--- config.mk ---
export PLATFORM = sky130hd
export DESIGN_NAME = pll_reset_sequencer
export DESIGN_NICKNAME = d
export VERILOG_FILES = /design/src/rtl/pll_reset_sequencer.sv
export SDC_FILE = /design/constraint.sdc
export NUM_CORES = 1
export LEC_CHECK = 0
export ABC_CLOCK_PERIOD_IN_PS = 5200
export CAP_MARGIN = 20
export CORE_ASPECT_RATIO = 1.2
export CORE_MARGIN = 4
export CORE_UTILIZATION = 40
export CTS_BUF_LIST = sky130_fd_sc_hd__clkbuf_16
export DETAILED_ROUTE_END_ITERATION = 8
export PLACE_DENSITY = 0.55
export SKIP_CTS_REPAIR_TIMING = 1
export SLEW_MARGIN = 10
export SYNTH_ARGS = -nofsm -noshare
export SYNTH_HDL_FRONTEND = slang
export SYNTH_SLANG_ARGS = --single-unit
--- constraint.sdc ---
create_clock -name clk -period 5.2 [get_ports clk]
set_input_delay 1.04 -clock clk [delete_from_list [all_inputs] [get_ports clk]]
set_output_delay 1.04 -clock clk [all_outputs]
set_load 0.02 [all_outputs]
--- src/rtl/pll_reset_sequencer.sv ---
// Qualifies the asynchronous PLL lock, then releases a stretched system reset and ready flag.
// Optional lock-loss event counter enabled by defining PLL_RESET_SEQ_LOSS_COUNT_EN.
//
// state      | meaning
// WAIT_LOCK  | reset asserted, waiting for synchronized lock
// STABILIZE  | lock seen, counting LOCK_STABLE_CYCLES consecutive locked cycles
// HOLD_RESET | lock qualified, holding reset for RESET_HOLD_CYCLES
// RUN        | reset released, sysReady high
module pll_reset_sequencer #(
  parameter int SYNC_STAGES        = 2,
  parameter int LOCK_STABLE_CYCLES = 1024,
  parameter int RESET_HOLD_CYCLES  = 16
`ifdef PLL_RESET_SEQ_LOSS_COUNT_EN
  ,
  parameter int LOSS_CNT_WIDTH     = 8
`endif
) (
  input  logic clk,
  input  logic reset,
  input  logic isLocked,
  output logic sysReset,
  output logic sysReady,
  output logic lockLost
`ifdef PLL_RESET_SEQ_LOSS_COUNT_EN
  ,
  output logic [LOSS_CNT_WIDTH-1:0] lossCount
`endif
);

  localparam int MAX_CYCLES = (LOCK_STABLE_CYCLES > RESET_HOLD_CYCLES) ?
                              LOCK_STABLE_CYCLES : RESET_HOLD_CYCLES;
  localparam int CNT_W = $clog2(MAX_CYCLES + 1);
  localparam logic [CNT_W-1:0] STABLE_LAST = CNT_W'(LOCK_STABLE_CYCLES - 1);
  localparam logic [CNT_W-1:0] HOLD_LAST   = CNT_W'(RESET_HOLD_CYCLES - 1);

  typedef enum logic [1:0] {
    WAIT_LOCK  = 2'd0,
    STABILIZE  = 2'd1,
    HOLD_RESET = 2'd2,
    RUN        = 2'd3
  } stateT;

  stateT              state;
  stateT              stateNext;
  logic [CNT_W-1:0]   count;
  logic [CNT_W-1:0]   countNext;
  logic [SYNC_STAGES-1:0] syncReg;
  logic               lockSync;
  logic               lossEvent;

  assign lockSync = syncReg[SYNC_STAGES-1];

  always_comb begin
    stateNext = state;
    countNext = count;
    lossEvent = 1'b0;
    case (state)
      WAIT_LOCK: begin
        if (lockSync) stateNext = STABILIZE;
      end
      STABILIZE: begin
        if (!lockSync)                 stateNext = WAIT_LOCK;
        else if (count == STABLE_LAST) stateNext = HOLD_RESET;
        else                           countNext = count + 1'b1;
      end
      HOLD_RESET: begin
        // loss takes priority over the terminal count
        if (!lockSync) begin
          stateNext = WAIT_LOCK;
          lossEvent = 1'b1;
        end else if (count == HOLD_LAST) begin
          stateNext = RUN;
        end else begin
          countNext = count + 1'b1;
        end
      end
      RUN: begin
        if (!lockSync) begin
          stateNext = WAIT_LOCK;
          lossEvent = 1'b1;
        end
      end
      default: stateNext = WAIT_LOCK;
    endcase
    if (stateNext != state) countNext = '0;
  end

  // outputs decoded from next-state so they move on the same edge as the state register
  always_ff @(posedge clk) begin
    if (reset) begin
      syncReg  <= '0;
      state    <= WAIT_LOCK;
      count    <= '0;
      sysReset <= 1'b1;
      sysReady <= 1'b0;
      lockLost <= 1'b0;
    end else begin
      syncReg  <= {syncReg[SYNC_STAGES-2:0], isLocked};
      state    <= stateNext;
      count    <= countNext;
      sysReset <= (stateNext != RUN);
      sysReady <= (stateNext == RUN);
      lockLost <= lossEvent;
    end
  end

`ifdef PLL_RESET_SEQ_LOSS_COUNT_EN
  localparam logic [LOSS_CNT_WIDTH-1:0] LOSS_MAX = '1;

  always_ff @(posedge clk) begin
    if (reset) begin
      lossCount <= '0;
    end else if (lossEvent && (lossCount != LOSS_MAX)) begin
      lossCount <= lossCount + 1'b1;
    end
  end
`endif

endmodule

==> results_dict.tcl, run 1 <==
set metrics [dict create \
    routedWlPerCell_um 16.4 \
    cts_max_path_buffers 2 \
    num_rows 20 \
    cts-root-buf "clkbuf_16" \
    crit_path_cell_trace "ha_1 > nand4b_1 > o311a_1 > o31ai_2 > nor3_1" \
    io_pins 6 \
    antenna_cells 0 \
    fillers 262 \
    clkTransAtPathRegs_ps 50 \
    firstDrtPassIters 4 \
    clkPwrFrac 0.502 \
    initial_core_util 0.420 \
    critPathLaunchType "flop" \
    globalRouteOverflowTotal 0 \
    synth_area_sq_um 1070 \
    synth.ff_latch_count 18 \
    synthToLayoutAreaGrowth_pct 13.3 \
    min-delay-start "syncReg[0]" \
    power_leakage_nw 0.388 \
    fp.dieW_um 55.3 \
    clock-sinks 18 \
    hpwl_mm 1.73 \
    core_area_sq_um 2550 \
    dieArea_sq_um 3580 \
    antenna_left 0 \
    routabilityCongestion 0.807 \
    crit_start "count[0]" \
    power.internal_w 0.000246 \
    max-cap-violations 0 \
    r2r_start "count[0]" \
    cpPeakStageDelay_ps 560 \
    holdWs_ps 435 \
    cts_max_level 1 \
    synth_area_leaders "dfxtp_1 34%, mux2i_1 6.5%, o31ai_1 5.6%, o31ai_2 3.5%, o311ai_0 3.3%" \
    finalMaxSlewViolations 0 \
    pwr-share-seq 0.457 \
    syn_nets 122 \
    synth_ff_type "dfxtp_1" \
    die_h_um 64.7 \
    vias 997 \
    fin_setup_tns_ps 0 \
    critPathKind "reg2reg" \
    status "finished, final reports clean" \
    critPathBufInv 0 \
    first_global_vias 903 \
    top_usage_layer "met2" \
    io_buffers 5 \
    grt_use_met2 0.246 \
    via_per_inst 6.47 \
    worst_slew_pin_slew_ps 690 \
    track_usage 0.151 \
    fmax_ghz 0.423 \
    synth_top_family_by_area "compound AO/OA/AOI/OAI gates" \
    antenna_found_initial 0 \
    relSlewSlack 0.537 \
    globalRouteMet1Util 0.187 \
    synth_xor_area_frac 0 \
    synth_cells 118 \
    grt_pass1_wl_mm 4.27 \
    clkLatencyLatePin_ps 250 \
    ys_warn_count 0 \
    power_density_nw_per_um2 253 \
    finalWirelength_mm 2.52 \
    cp-end-kind "flop" \
    crit_slowest_cell "o311a_1" \
    hold_viol_final 0 \
    postSynth.asyncResetShare 0 \
    crit_required_ps 5320 \
    synth-simple-area-share 0.230 \
    min_period_ps 2360 \
    met3_usage 0.0239 \
    cts_buffers 3 \
    synthMuxAreaShare 0.0653 \
    setup_violations 0 \
    hold_path.class "reg2reg" \
    synth_compound_area_frac 0.317 \
    cp_data_arrival_time_ps 2480 \
    synth_cell_types 39 \
    tritoncts "built" \
    post-route-period-util 0.455 \
    rsz0062_at_grt "false" \
    drive_above_1_share 0.0992 \
    synth_top_area_share 0.336 \
    switchingPower_w 0.0000606 \
    crit_family "compound AO/OA/AOI/OAI gates" \
    power_frac_comb 0.041 \
    critPathMaxFanout 15 \
    synth_edf_count 0 \
    ys_seq_area_frac 0.336 \
    grt_max_degree 16 \
    p_total_w 0.000307 \
    swShare 0.197 \
    drtIter0Drc 30 \
    drc 0 \
    yosysTopAreaCell "dfxtp_1" \
    synth-adder-area-share 0.0117 \
    fin_nets 126 \
    skew_ps 3.29 \
    ir_drop_mv 0.225 \
    avgSynthCellArea_sq_um 9.09 \
]
[layout by cell type, fill, tap and decap left out, types with 3 or more instances in the layout]
cell	instances
a211oi_1	4
a21oi_1	6
clkbuf_16	3
clkdlybuf4s50_1	5
dfxtp_1	18
mux2i_1	7
nand2_1	3
nand3_1	6
nand4_1	3
nor2_1	8
nor2b_1	3
nor3_1	5
o311ai_0	4
o311ai_1	4
o31ai_1	8
o31ai_2	3
[final cells by class]
class | count | area, sq um | share of cell area
repair buffers | 6 | 57.6 | 0.0474
well taps | 33 | 41.3 | 0.0340
clock buffers | 3 | 75.1 | 0.0618
inverters | 2 | 7.51 | 0.00618
clock inverters | 1 | 3.75 | 0.00309
multi-input cells | 91 | 669 | 0.551
flip-flops and latches | 18 | 360 | 0.297
[power groups by stage]
| stage | logic (W) | registers [W] | clock network (W) |
|---|---|---|---|
| after CTS | 0.0000127 | 0.000140 | 0.000158 |
| after global placement | 0.0000124 | 0.000143 | 0 |
| after detailed placement | 0.0000126 | 0.000143 | 0 |
| after floorplan | 0.00000937 | 0.000142 | 0 |
| final | 0.0000127 | 0.000140 | 0.000154 |
| after global routing | 0.0000140 | 0.000140 | 0.000162 |
[state kept, by name (all words and copies together), names as in the netlist]
register	count
state	2
lockLost	1
sysReady	1
syncReg	2
count	11
sysReset	1
[metrics by stage]
| stage | area (sq um) | worst slack (ps) | std cells | utilization |
|---|---|---|---|---|
| final | 1210 | 2840 | 154 | 0.476 |
| after global routing | 1210 | 2620 | 154 | 0.476 |
| after CTS | 1210 | 2860 | 154 | 0.476 |
| after detailed placement | 1140 | 2670 | 150 | 0.445 |
| after global placement | 1140 | 2730 | 150 | 0.445 |
| after floorplan | 1070 | 3260 | 118 | - |
[cell families (layout without fill, tap and decap cells)]
kind of cell | Yosys count | after routing
adder cells (fa/ha/maj) | 1 | 1
buffers and inverters | 9 | 12
AND/OR/NAND/NOR | 42 | 42
flip-flops | 18 | 18
multiplexers | 7 | 7
AO/OA/AOI/OAI | 41 | 41
[cells in the mapped netlist (2+ instances only)]
cell type / number
inv_1: 2
o31a_1: 2
o31ai_1: 8
a21oi_1: 6
mux2i_1: 7
dfxtp_1: 18
nand3_1: 6
a211oi_1: 4
or2_2: 2
and4b_1: 2
o311ai_0: 4
nor2b_1: 3
nor3_1: 5
and3b_1: 2
nand4_1: 3
o21ai_0: 2
nor2_1: 8
nand2_1: 3
clkbuf_1: 5
and3_1: 2
o31ai_2: 3
o311ai_1: 4
[path summary, 6_finish.rpt]
check	end	slack, ps	cells after the start
worst max register to register	count[0]	2840	5
worst min-delay path	syncReg[1]	440	1
worst min register to register	syncReg[1]	440	1
worst max-delay path	count[0]	2840	5
[metal layers]
| layer | share of wire | vias to the layer above |
|---|---|---|
| met3 | 0.031 | 4 |
| met2 | 0.50 | 16 |
| met5 | 0 | - |
| met4 | 0.023 | 0 |
| li1 | - | 486 |
| met1 | 0.45 | 491 |
[worst reg2reg max path, stage by stage (launching register included)]
cell and delay, ps:
dfxtp_1 410, ha_1 380, nand4b_1 310, o311a_1 560, o31ai_2 480, nor3_1 110
Note: power is estimated with default switching activity, not from simulation.
==> run 2, diff against run 1 <==
ABC_CLOCK_PERIOD_IN_PS = 2150   (was 5200)
PLACE_DENSITY = 0.57   (was 0.55)
clock period = 2.15 ns   (was 5.2 ns; I/O delays follow)
==> run 2 against run 1 <==
Sequential power rose by 140%; core utilization grew 4.8 points; first-iteration DRC count up 110%; total power increased by 140%; die area unchanged; flip-flop and latch count unchanged; combinational power grew to 2.8 times the previous value; critical path depth shrank 1; critical endpoint is now count[9]; largest cell class unchanged; largest power group unchanged.
==> results_dict.tcl, run 2 (synthesized netlist as in run 1, its figures left out) <==
set metrics [dict create \
    tritoncts "built" \
    dieArea_sq_um 3580 \
    routedWlPerCell_um 15.8 \
    antenna_found_initial 0 \
    cp_data_arrival_time_ps 2150 \
    top_register "count" \
    fp.dieW_um 55.3 \
    r2r-end "count[9]" \
    cts_max_path_buffers 2 \
    power_leakage_nw 0.467 \
    antenna_left 0 \
    firstDrtPassIters 4 \
    fin_util 0.524 \
    skew_ps 3.42 \
    worstHoldEndpoint "syncReg[1]" \
    finalMaxSlewViolations 0 \
    hpwl_mm 1.99 \
    io_pins 6 \
    cts_buffers 3 \
    fin_setup_tns_ps 0 \
    io_buffers 5 \
    critPathLaunchType "flop" \
    vias 1037 \
    via_per_inst 6.10 \
    max-cap-violations 0 \
    post_dp_cell_area_sq_um 1260 \
    globalRouteOverflowTotal 0 \
    core_area_sq_um 2550 \
    stdcell_area_sq_um 1340 \
    track_usage 0.160 \
    finalWirelength_mm 2.69 \
    clkTransAtPathRegs_ps 50 \
    initial_core_util 0.420 \
    num_rows 20 \
    fillers 258 \
    fin_nets 142 \
    crit_required_ps 2280 \
    drtIter0Drc 64 \
    min-delay-start "syncReg[0]" \
    ir_drop_mv 0.503 \
    synthToLayoutAreaGrowth_pct 24.6 \
    reg2regPathDepth 4 \
    power_density_nw_per_um2 562 \
    holdPathStages 1 \
    first_global_vias 993 \
    drc 0 \
    clock-sinks 18 \
    cp-end-kind "flop" \
    critPathKind "reg2reg" \
    critPathMaxFanout 15 \
    top_regs "count (11), state (2), syncReg (2)" \
    clkLatencyLatePin_ps 250 \
    relSlewSlack 0.764 \
    die_h_um 64.7 \
    grt_pass1_wl_mm 4.52 \
    multiInputGateArea_sq_um 671 \
    hold_viol_final 0 \
    worst_slew_pin_slew_ps 352 \
    cts-root-buf "clkbuf_16" \
    cts_max_level 1 \
    seqCellArea_sq_um 360 \
    routabilityCongestion 0.841 \
    min_period_ps 2020 \
    antenna_cells 0 \
    reg2reg_slack_ps 130 \
    drive_above_1_share 0.212 \
    holdWs_ps 433 \
    post-route-period-util 0.941 \
    fmax_ghz 0.494 \
    hold_path.class "reg2reg" \
    r2r_start "count[8]" \
    largest_register_ffs 11 \
    setup_violations 0 \
    mostFrequentLayoutCells "18 x dfxtp_1, 17 x buf_4, 8 x nor2_1, 8 x o31ai_1, 7 x mux2i_1" \
    grt_max_degree 16 \
    rsz0062_at_grt "false" \
    layout_commonest_cell "dfxtp_1" \
    status "finished, final reports clean" \
]
[run 2: changes by cell type in the layout (fill, tap and decap cells not counted), sizes merged]
cell / change
buf: +16
[run 2: worst max path at each step]
stage / to / startpoint / slack (ps)
final: count[9] / count[8] / 130
after global routing: count[9] / count[8] / 3
after CTS: count[9] / count[8] / 110
after detailed placement: count[9] / count[8] / 110
after global placement: count[9] / count[0] / 140
after floorplan: count[10] / count[0] / 220
[run 2: layout make-up]
cell class	instances	area share
clock buffer	3	0.0562
multi-input combinational	91	0.502
inverter	2	0.00562
timing repair buffer	22	0.133
tap	33	0.0309
sequential	18	0.270
clock inverter	1	0.00281
[run 2: per-stage QoR]
stage,instances,setup slack (ps),power (W)
after CTS,170,110,0.000763
after global placement,166,142,0.000379
after detailed placement,166,110,0.000380
after global routing,170,2.61,0.000778
after floorplan,118,223,0.000367
final,170,127,0.000751
[run 2: layer usage]
| layer | wire [um] | vias to the layer above | share of wire | track usage |
|---|---|---|---|---|
| met5 | 0 | - | 0 | 0 |
| met1 | 1190 | 488 | 0.44 | 0.186 |
| met2 | 1320 | 26 | 0.49 | 0.278 |
| li1 | - | 516 | - | - |
| met3 | 114 | 7 | 0.042 | 0.0259 |
| met4 | 72 | 0 | 0.027 | 0.0912 |
[run 2: critical path, cell delays in order (launching register included)]
cell and delay [ps]:
dfxtp_1 340, or4_1 640, o311a_4 470, o311ai_0 320
mux2i_1 120
[run 2: power breakdown]
part           switching, W  internal (W)  total (W)  leakage, nW
registers        0.00000170      0.000336   0.000338        0.145
logic             0.0000202     0.0000154  0.0000355        0.283
clock network      0.000130      0.000248   0.000378       0.0385
==> run 3, diff against run 2 <==
CORE_UTILIZATION = 52   (was 40)
PLACE_DENSITY = 0.72   (was 0.57)
==> run 3 against run 2 <==
Sequential power about the same; largest power group unchanged; first-iteration DRC count grew 4.7%; highest routed layer unchanged; fmax rose by 1.0%; cell area decreased by 3.0%; via count increased by 1.8%; flip-flop and latch count unchanged; core utilization rose by 16 points; die area decreased by 20%.
==> results_dict.tcl, run 3 (synthesized netlist as in run 1, its figures left out) <==
set metrics [dict create \
    antenna_cells 0 \
    vias 1056 \
    power_density_nw_per_um2 571 \
    io_pins 6 \
    clkTransAtPathRegs_ps 50 \
    crit_required_ps 2270 \
    critPathKind "reg2reg" \
    top_regs "count (11), state (2), syncReg (2)" \
    cp-end-kind "flop" \
    globalRouteOverflowTotal 0 \
    dieArea_sq_um 2860 \
    io_buffers 5 \
    routedWlPerCell_um 17.6 \
    critPathBufInv 0 \
    power_leakage_nw 0.448 \
    drtIter0Drc 67 \
    finalMaxSlewViolations 0 \
    relSlewSlack 0.762 \
    top_register "count" \
    dp_cells 148 \
    clkLatencyLatePin_ps 250 \
    cts_max_path_buffers 2 \
    antenna_found_initial 0 \
    first_global_vias 956 \
    cp_data_arrival_time_ps 2120 \
    post-route-period-util 0.932 \
    worst_slew_pin_slew_ps 355 \
    mostFrequentLayoutCells "18 x dfxtp_1, 14 x buf_4, 8 x nor2_1, 8 x o31ai_1, 7 x mux2i_1" \
    firstDrtPassIters 4 \
    cpPeakStageDelay_ps 690 \
    fin_setup_tns_ps 0 \
    cts-root-buf "clkbuf_16" \
    finalWirelength_mm 2.68 \
    tritoncts "built" \
    grt_max_degree 16 \
    dr_wl_met3_um 146 \
    num_rows 17 \
    fmax_ghz 0.499 \
    fp.dieW_um 49.5 \
    via_per_inst 6.95 \
    hold_path.class "reg2reg" \
    crit_family "compound AO/OA/AOI/OAI gates" \
    top_layer "met4" \
    grt_pass1_wl_mm 4.44 \
    largest_register_ffs 11 \
    drc 0 \
    crit_slowest_cell "or4b_2" \
    core_area_sq_um 1890 \
    critPathMaxFanout 15 \
    routabilityCongestion 0.916 \
    synthToLayoutAreaGrowth_pct 20.9 \
    layout_commonest_cell "dfxtp_1" \
    die_h_um 57.7 \
    cts_buffers 3 \
    cts_max_level 1 \
    met1_length_mm 1.13 \
    status "finished, final reports clean" \
    reg2reg_slack_ps 150 \
    wl_met2_mm 1.29 \
    initial_core_util 0.566 \
    crit_path_cell_trace "or4b_2 > o311a_4 > o311ai_0 > mux2i_1" \
    fin_nets 139 \
    critPathLaunchType "flop" \
    setup_violations 0 \
    skew_ps 2.33 \
    antenna_left 0 \
    hpwl_mm 1.84 \
    final_cells 152 \
    track_usage 0.199 \
    max-cap-violations 0 \
    rsz0062_at_grt "false" \
    drive_above_1_share 0.203 \
    clock-sinks 18 \
    min_period_ps 2000 \
    hold_viol_final 0 \
    ir_drop_mv 0.345 \
]
[run 3: changes by cell type in the layout (fill, tap and decap cells not counted)]
cell	delta
or4_4	+1
clkinv_1	-1
o311ai_1	+2
or4_1	-1
o311ai_0	-2
buf_4	-3
[run 3: metrics by stage]
stage               hold slack, ps  power (W)  utilization  setup slack, ps  cell area (sq um)
global placement               421   0.000377        0.638              190               1210
CTS                            463   0.000742        0.678             94.4               1280
global route                   475   0.000765        0.685             28.9               1300
floorplan                      414   0.000367            -              223               1070
detailed placement             458   0.000379        0.638              109               1210
finish                         459   0.000740        0.685              147               1300
[run 3: report_power, final]
part | internal, W | switching [W] | total, W
clock network | 0.000245 | 0.000122 | 0.000367
logic | 0.0000147 | 0.0000191 | 0.0000338
registers | 0.000336 | 0.00000247 | 0.000339
total | 0.000596 | 0.000144 | 0.000740
[run 3: final timing paths]
| check | startpoint | end | cells past startpoint |
|---|---|---|---|
| max | count[9] | count[8] | 4 |
| min | syncReg[0] | syncReg[1] | 1 |
| max reg2reg | count[9] | count[8] | 4 |
| min reg2reg | syncReg[0] | syncReg[1] | 1 |
[run 3: layout make-up]
type	instances	area [sq um]
Timing Repair Buffer	19	155
Multi-Input combinational cell	91	674
Sequential cell	18	360
Clock buffer	3	75.1
Tap cell	19	23.8
Fill cell	149	597
Inverter	2	7.51
[run 3: layer usage]
metal	vias up	global-route usage
met5	-	0
met4	0	0.126
met3	11	0.0257
met2	49	0.330
met1	484	0.245
li1	512	-
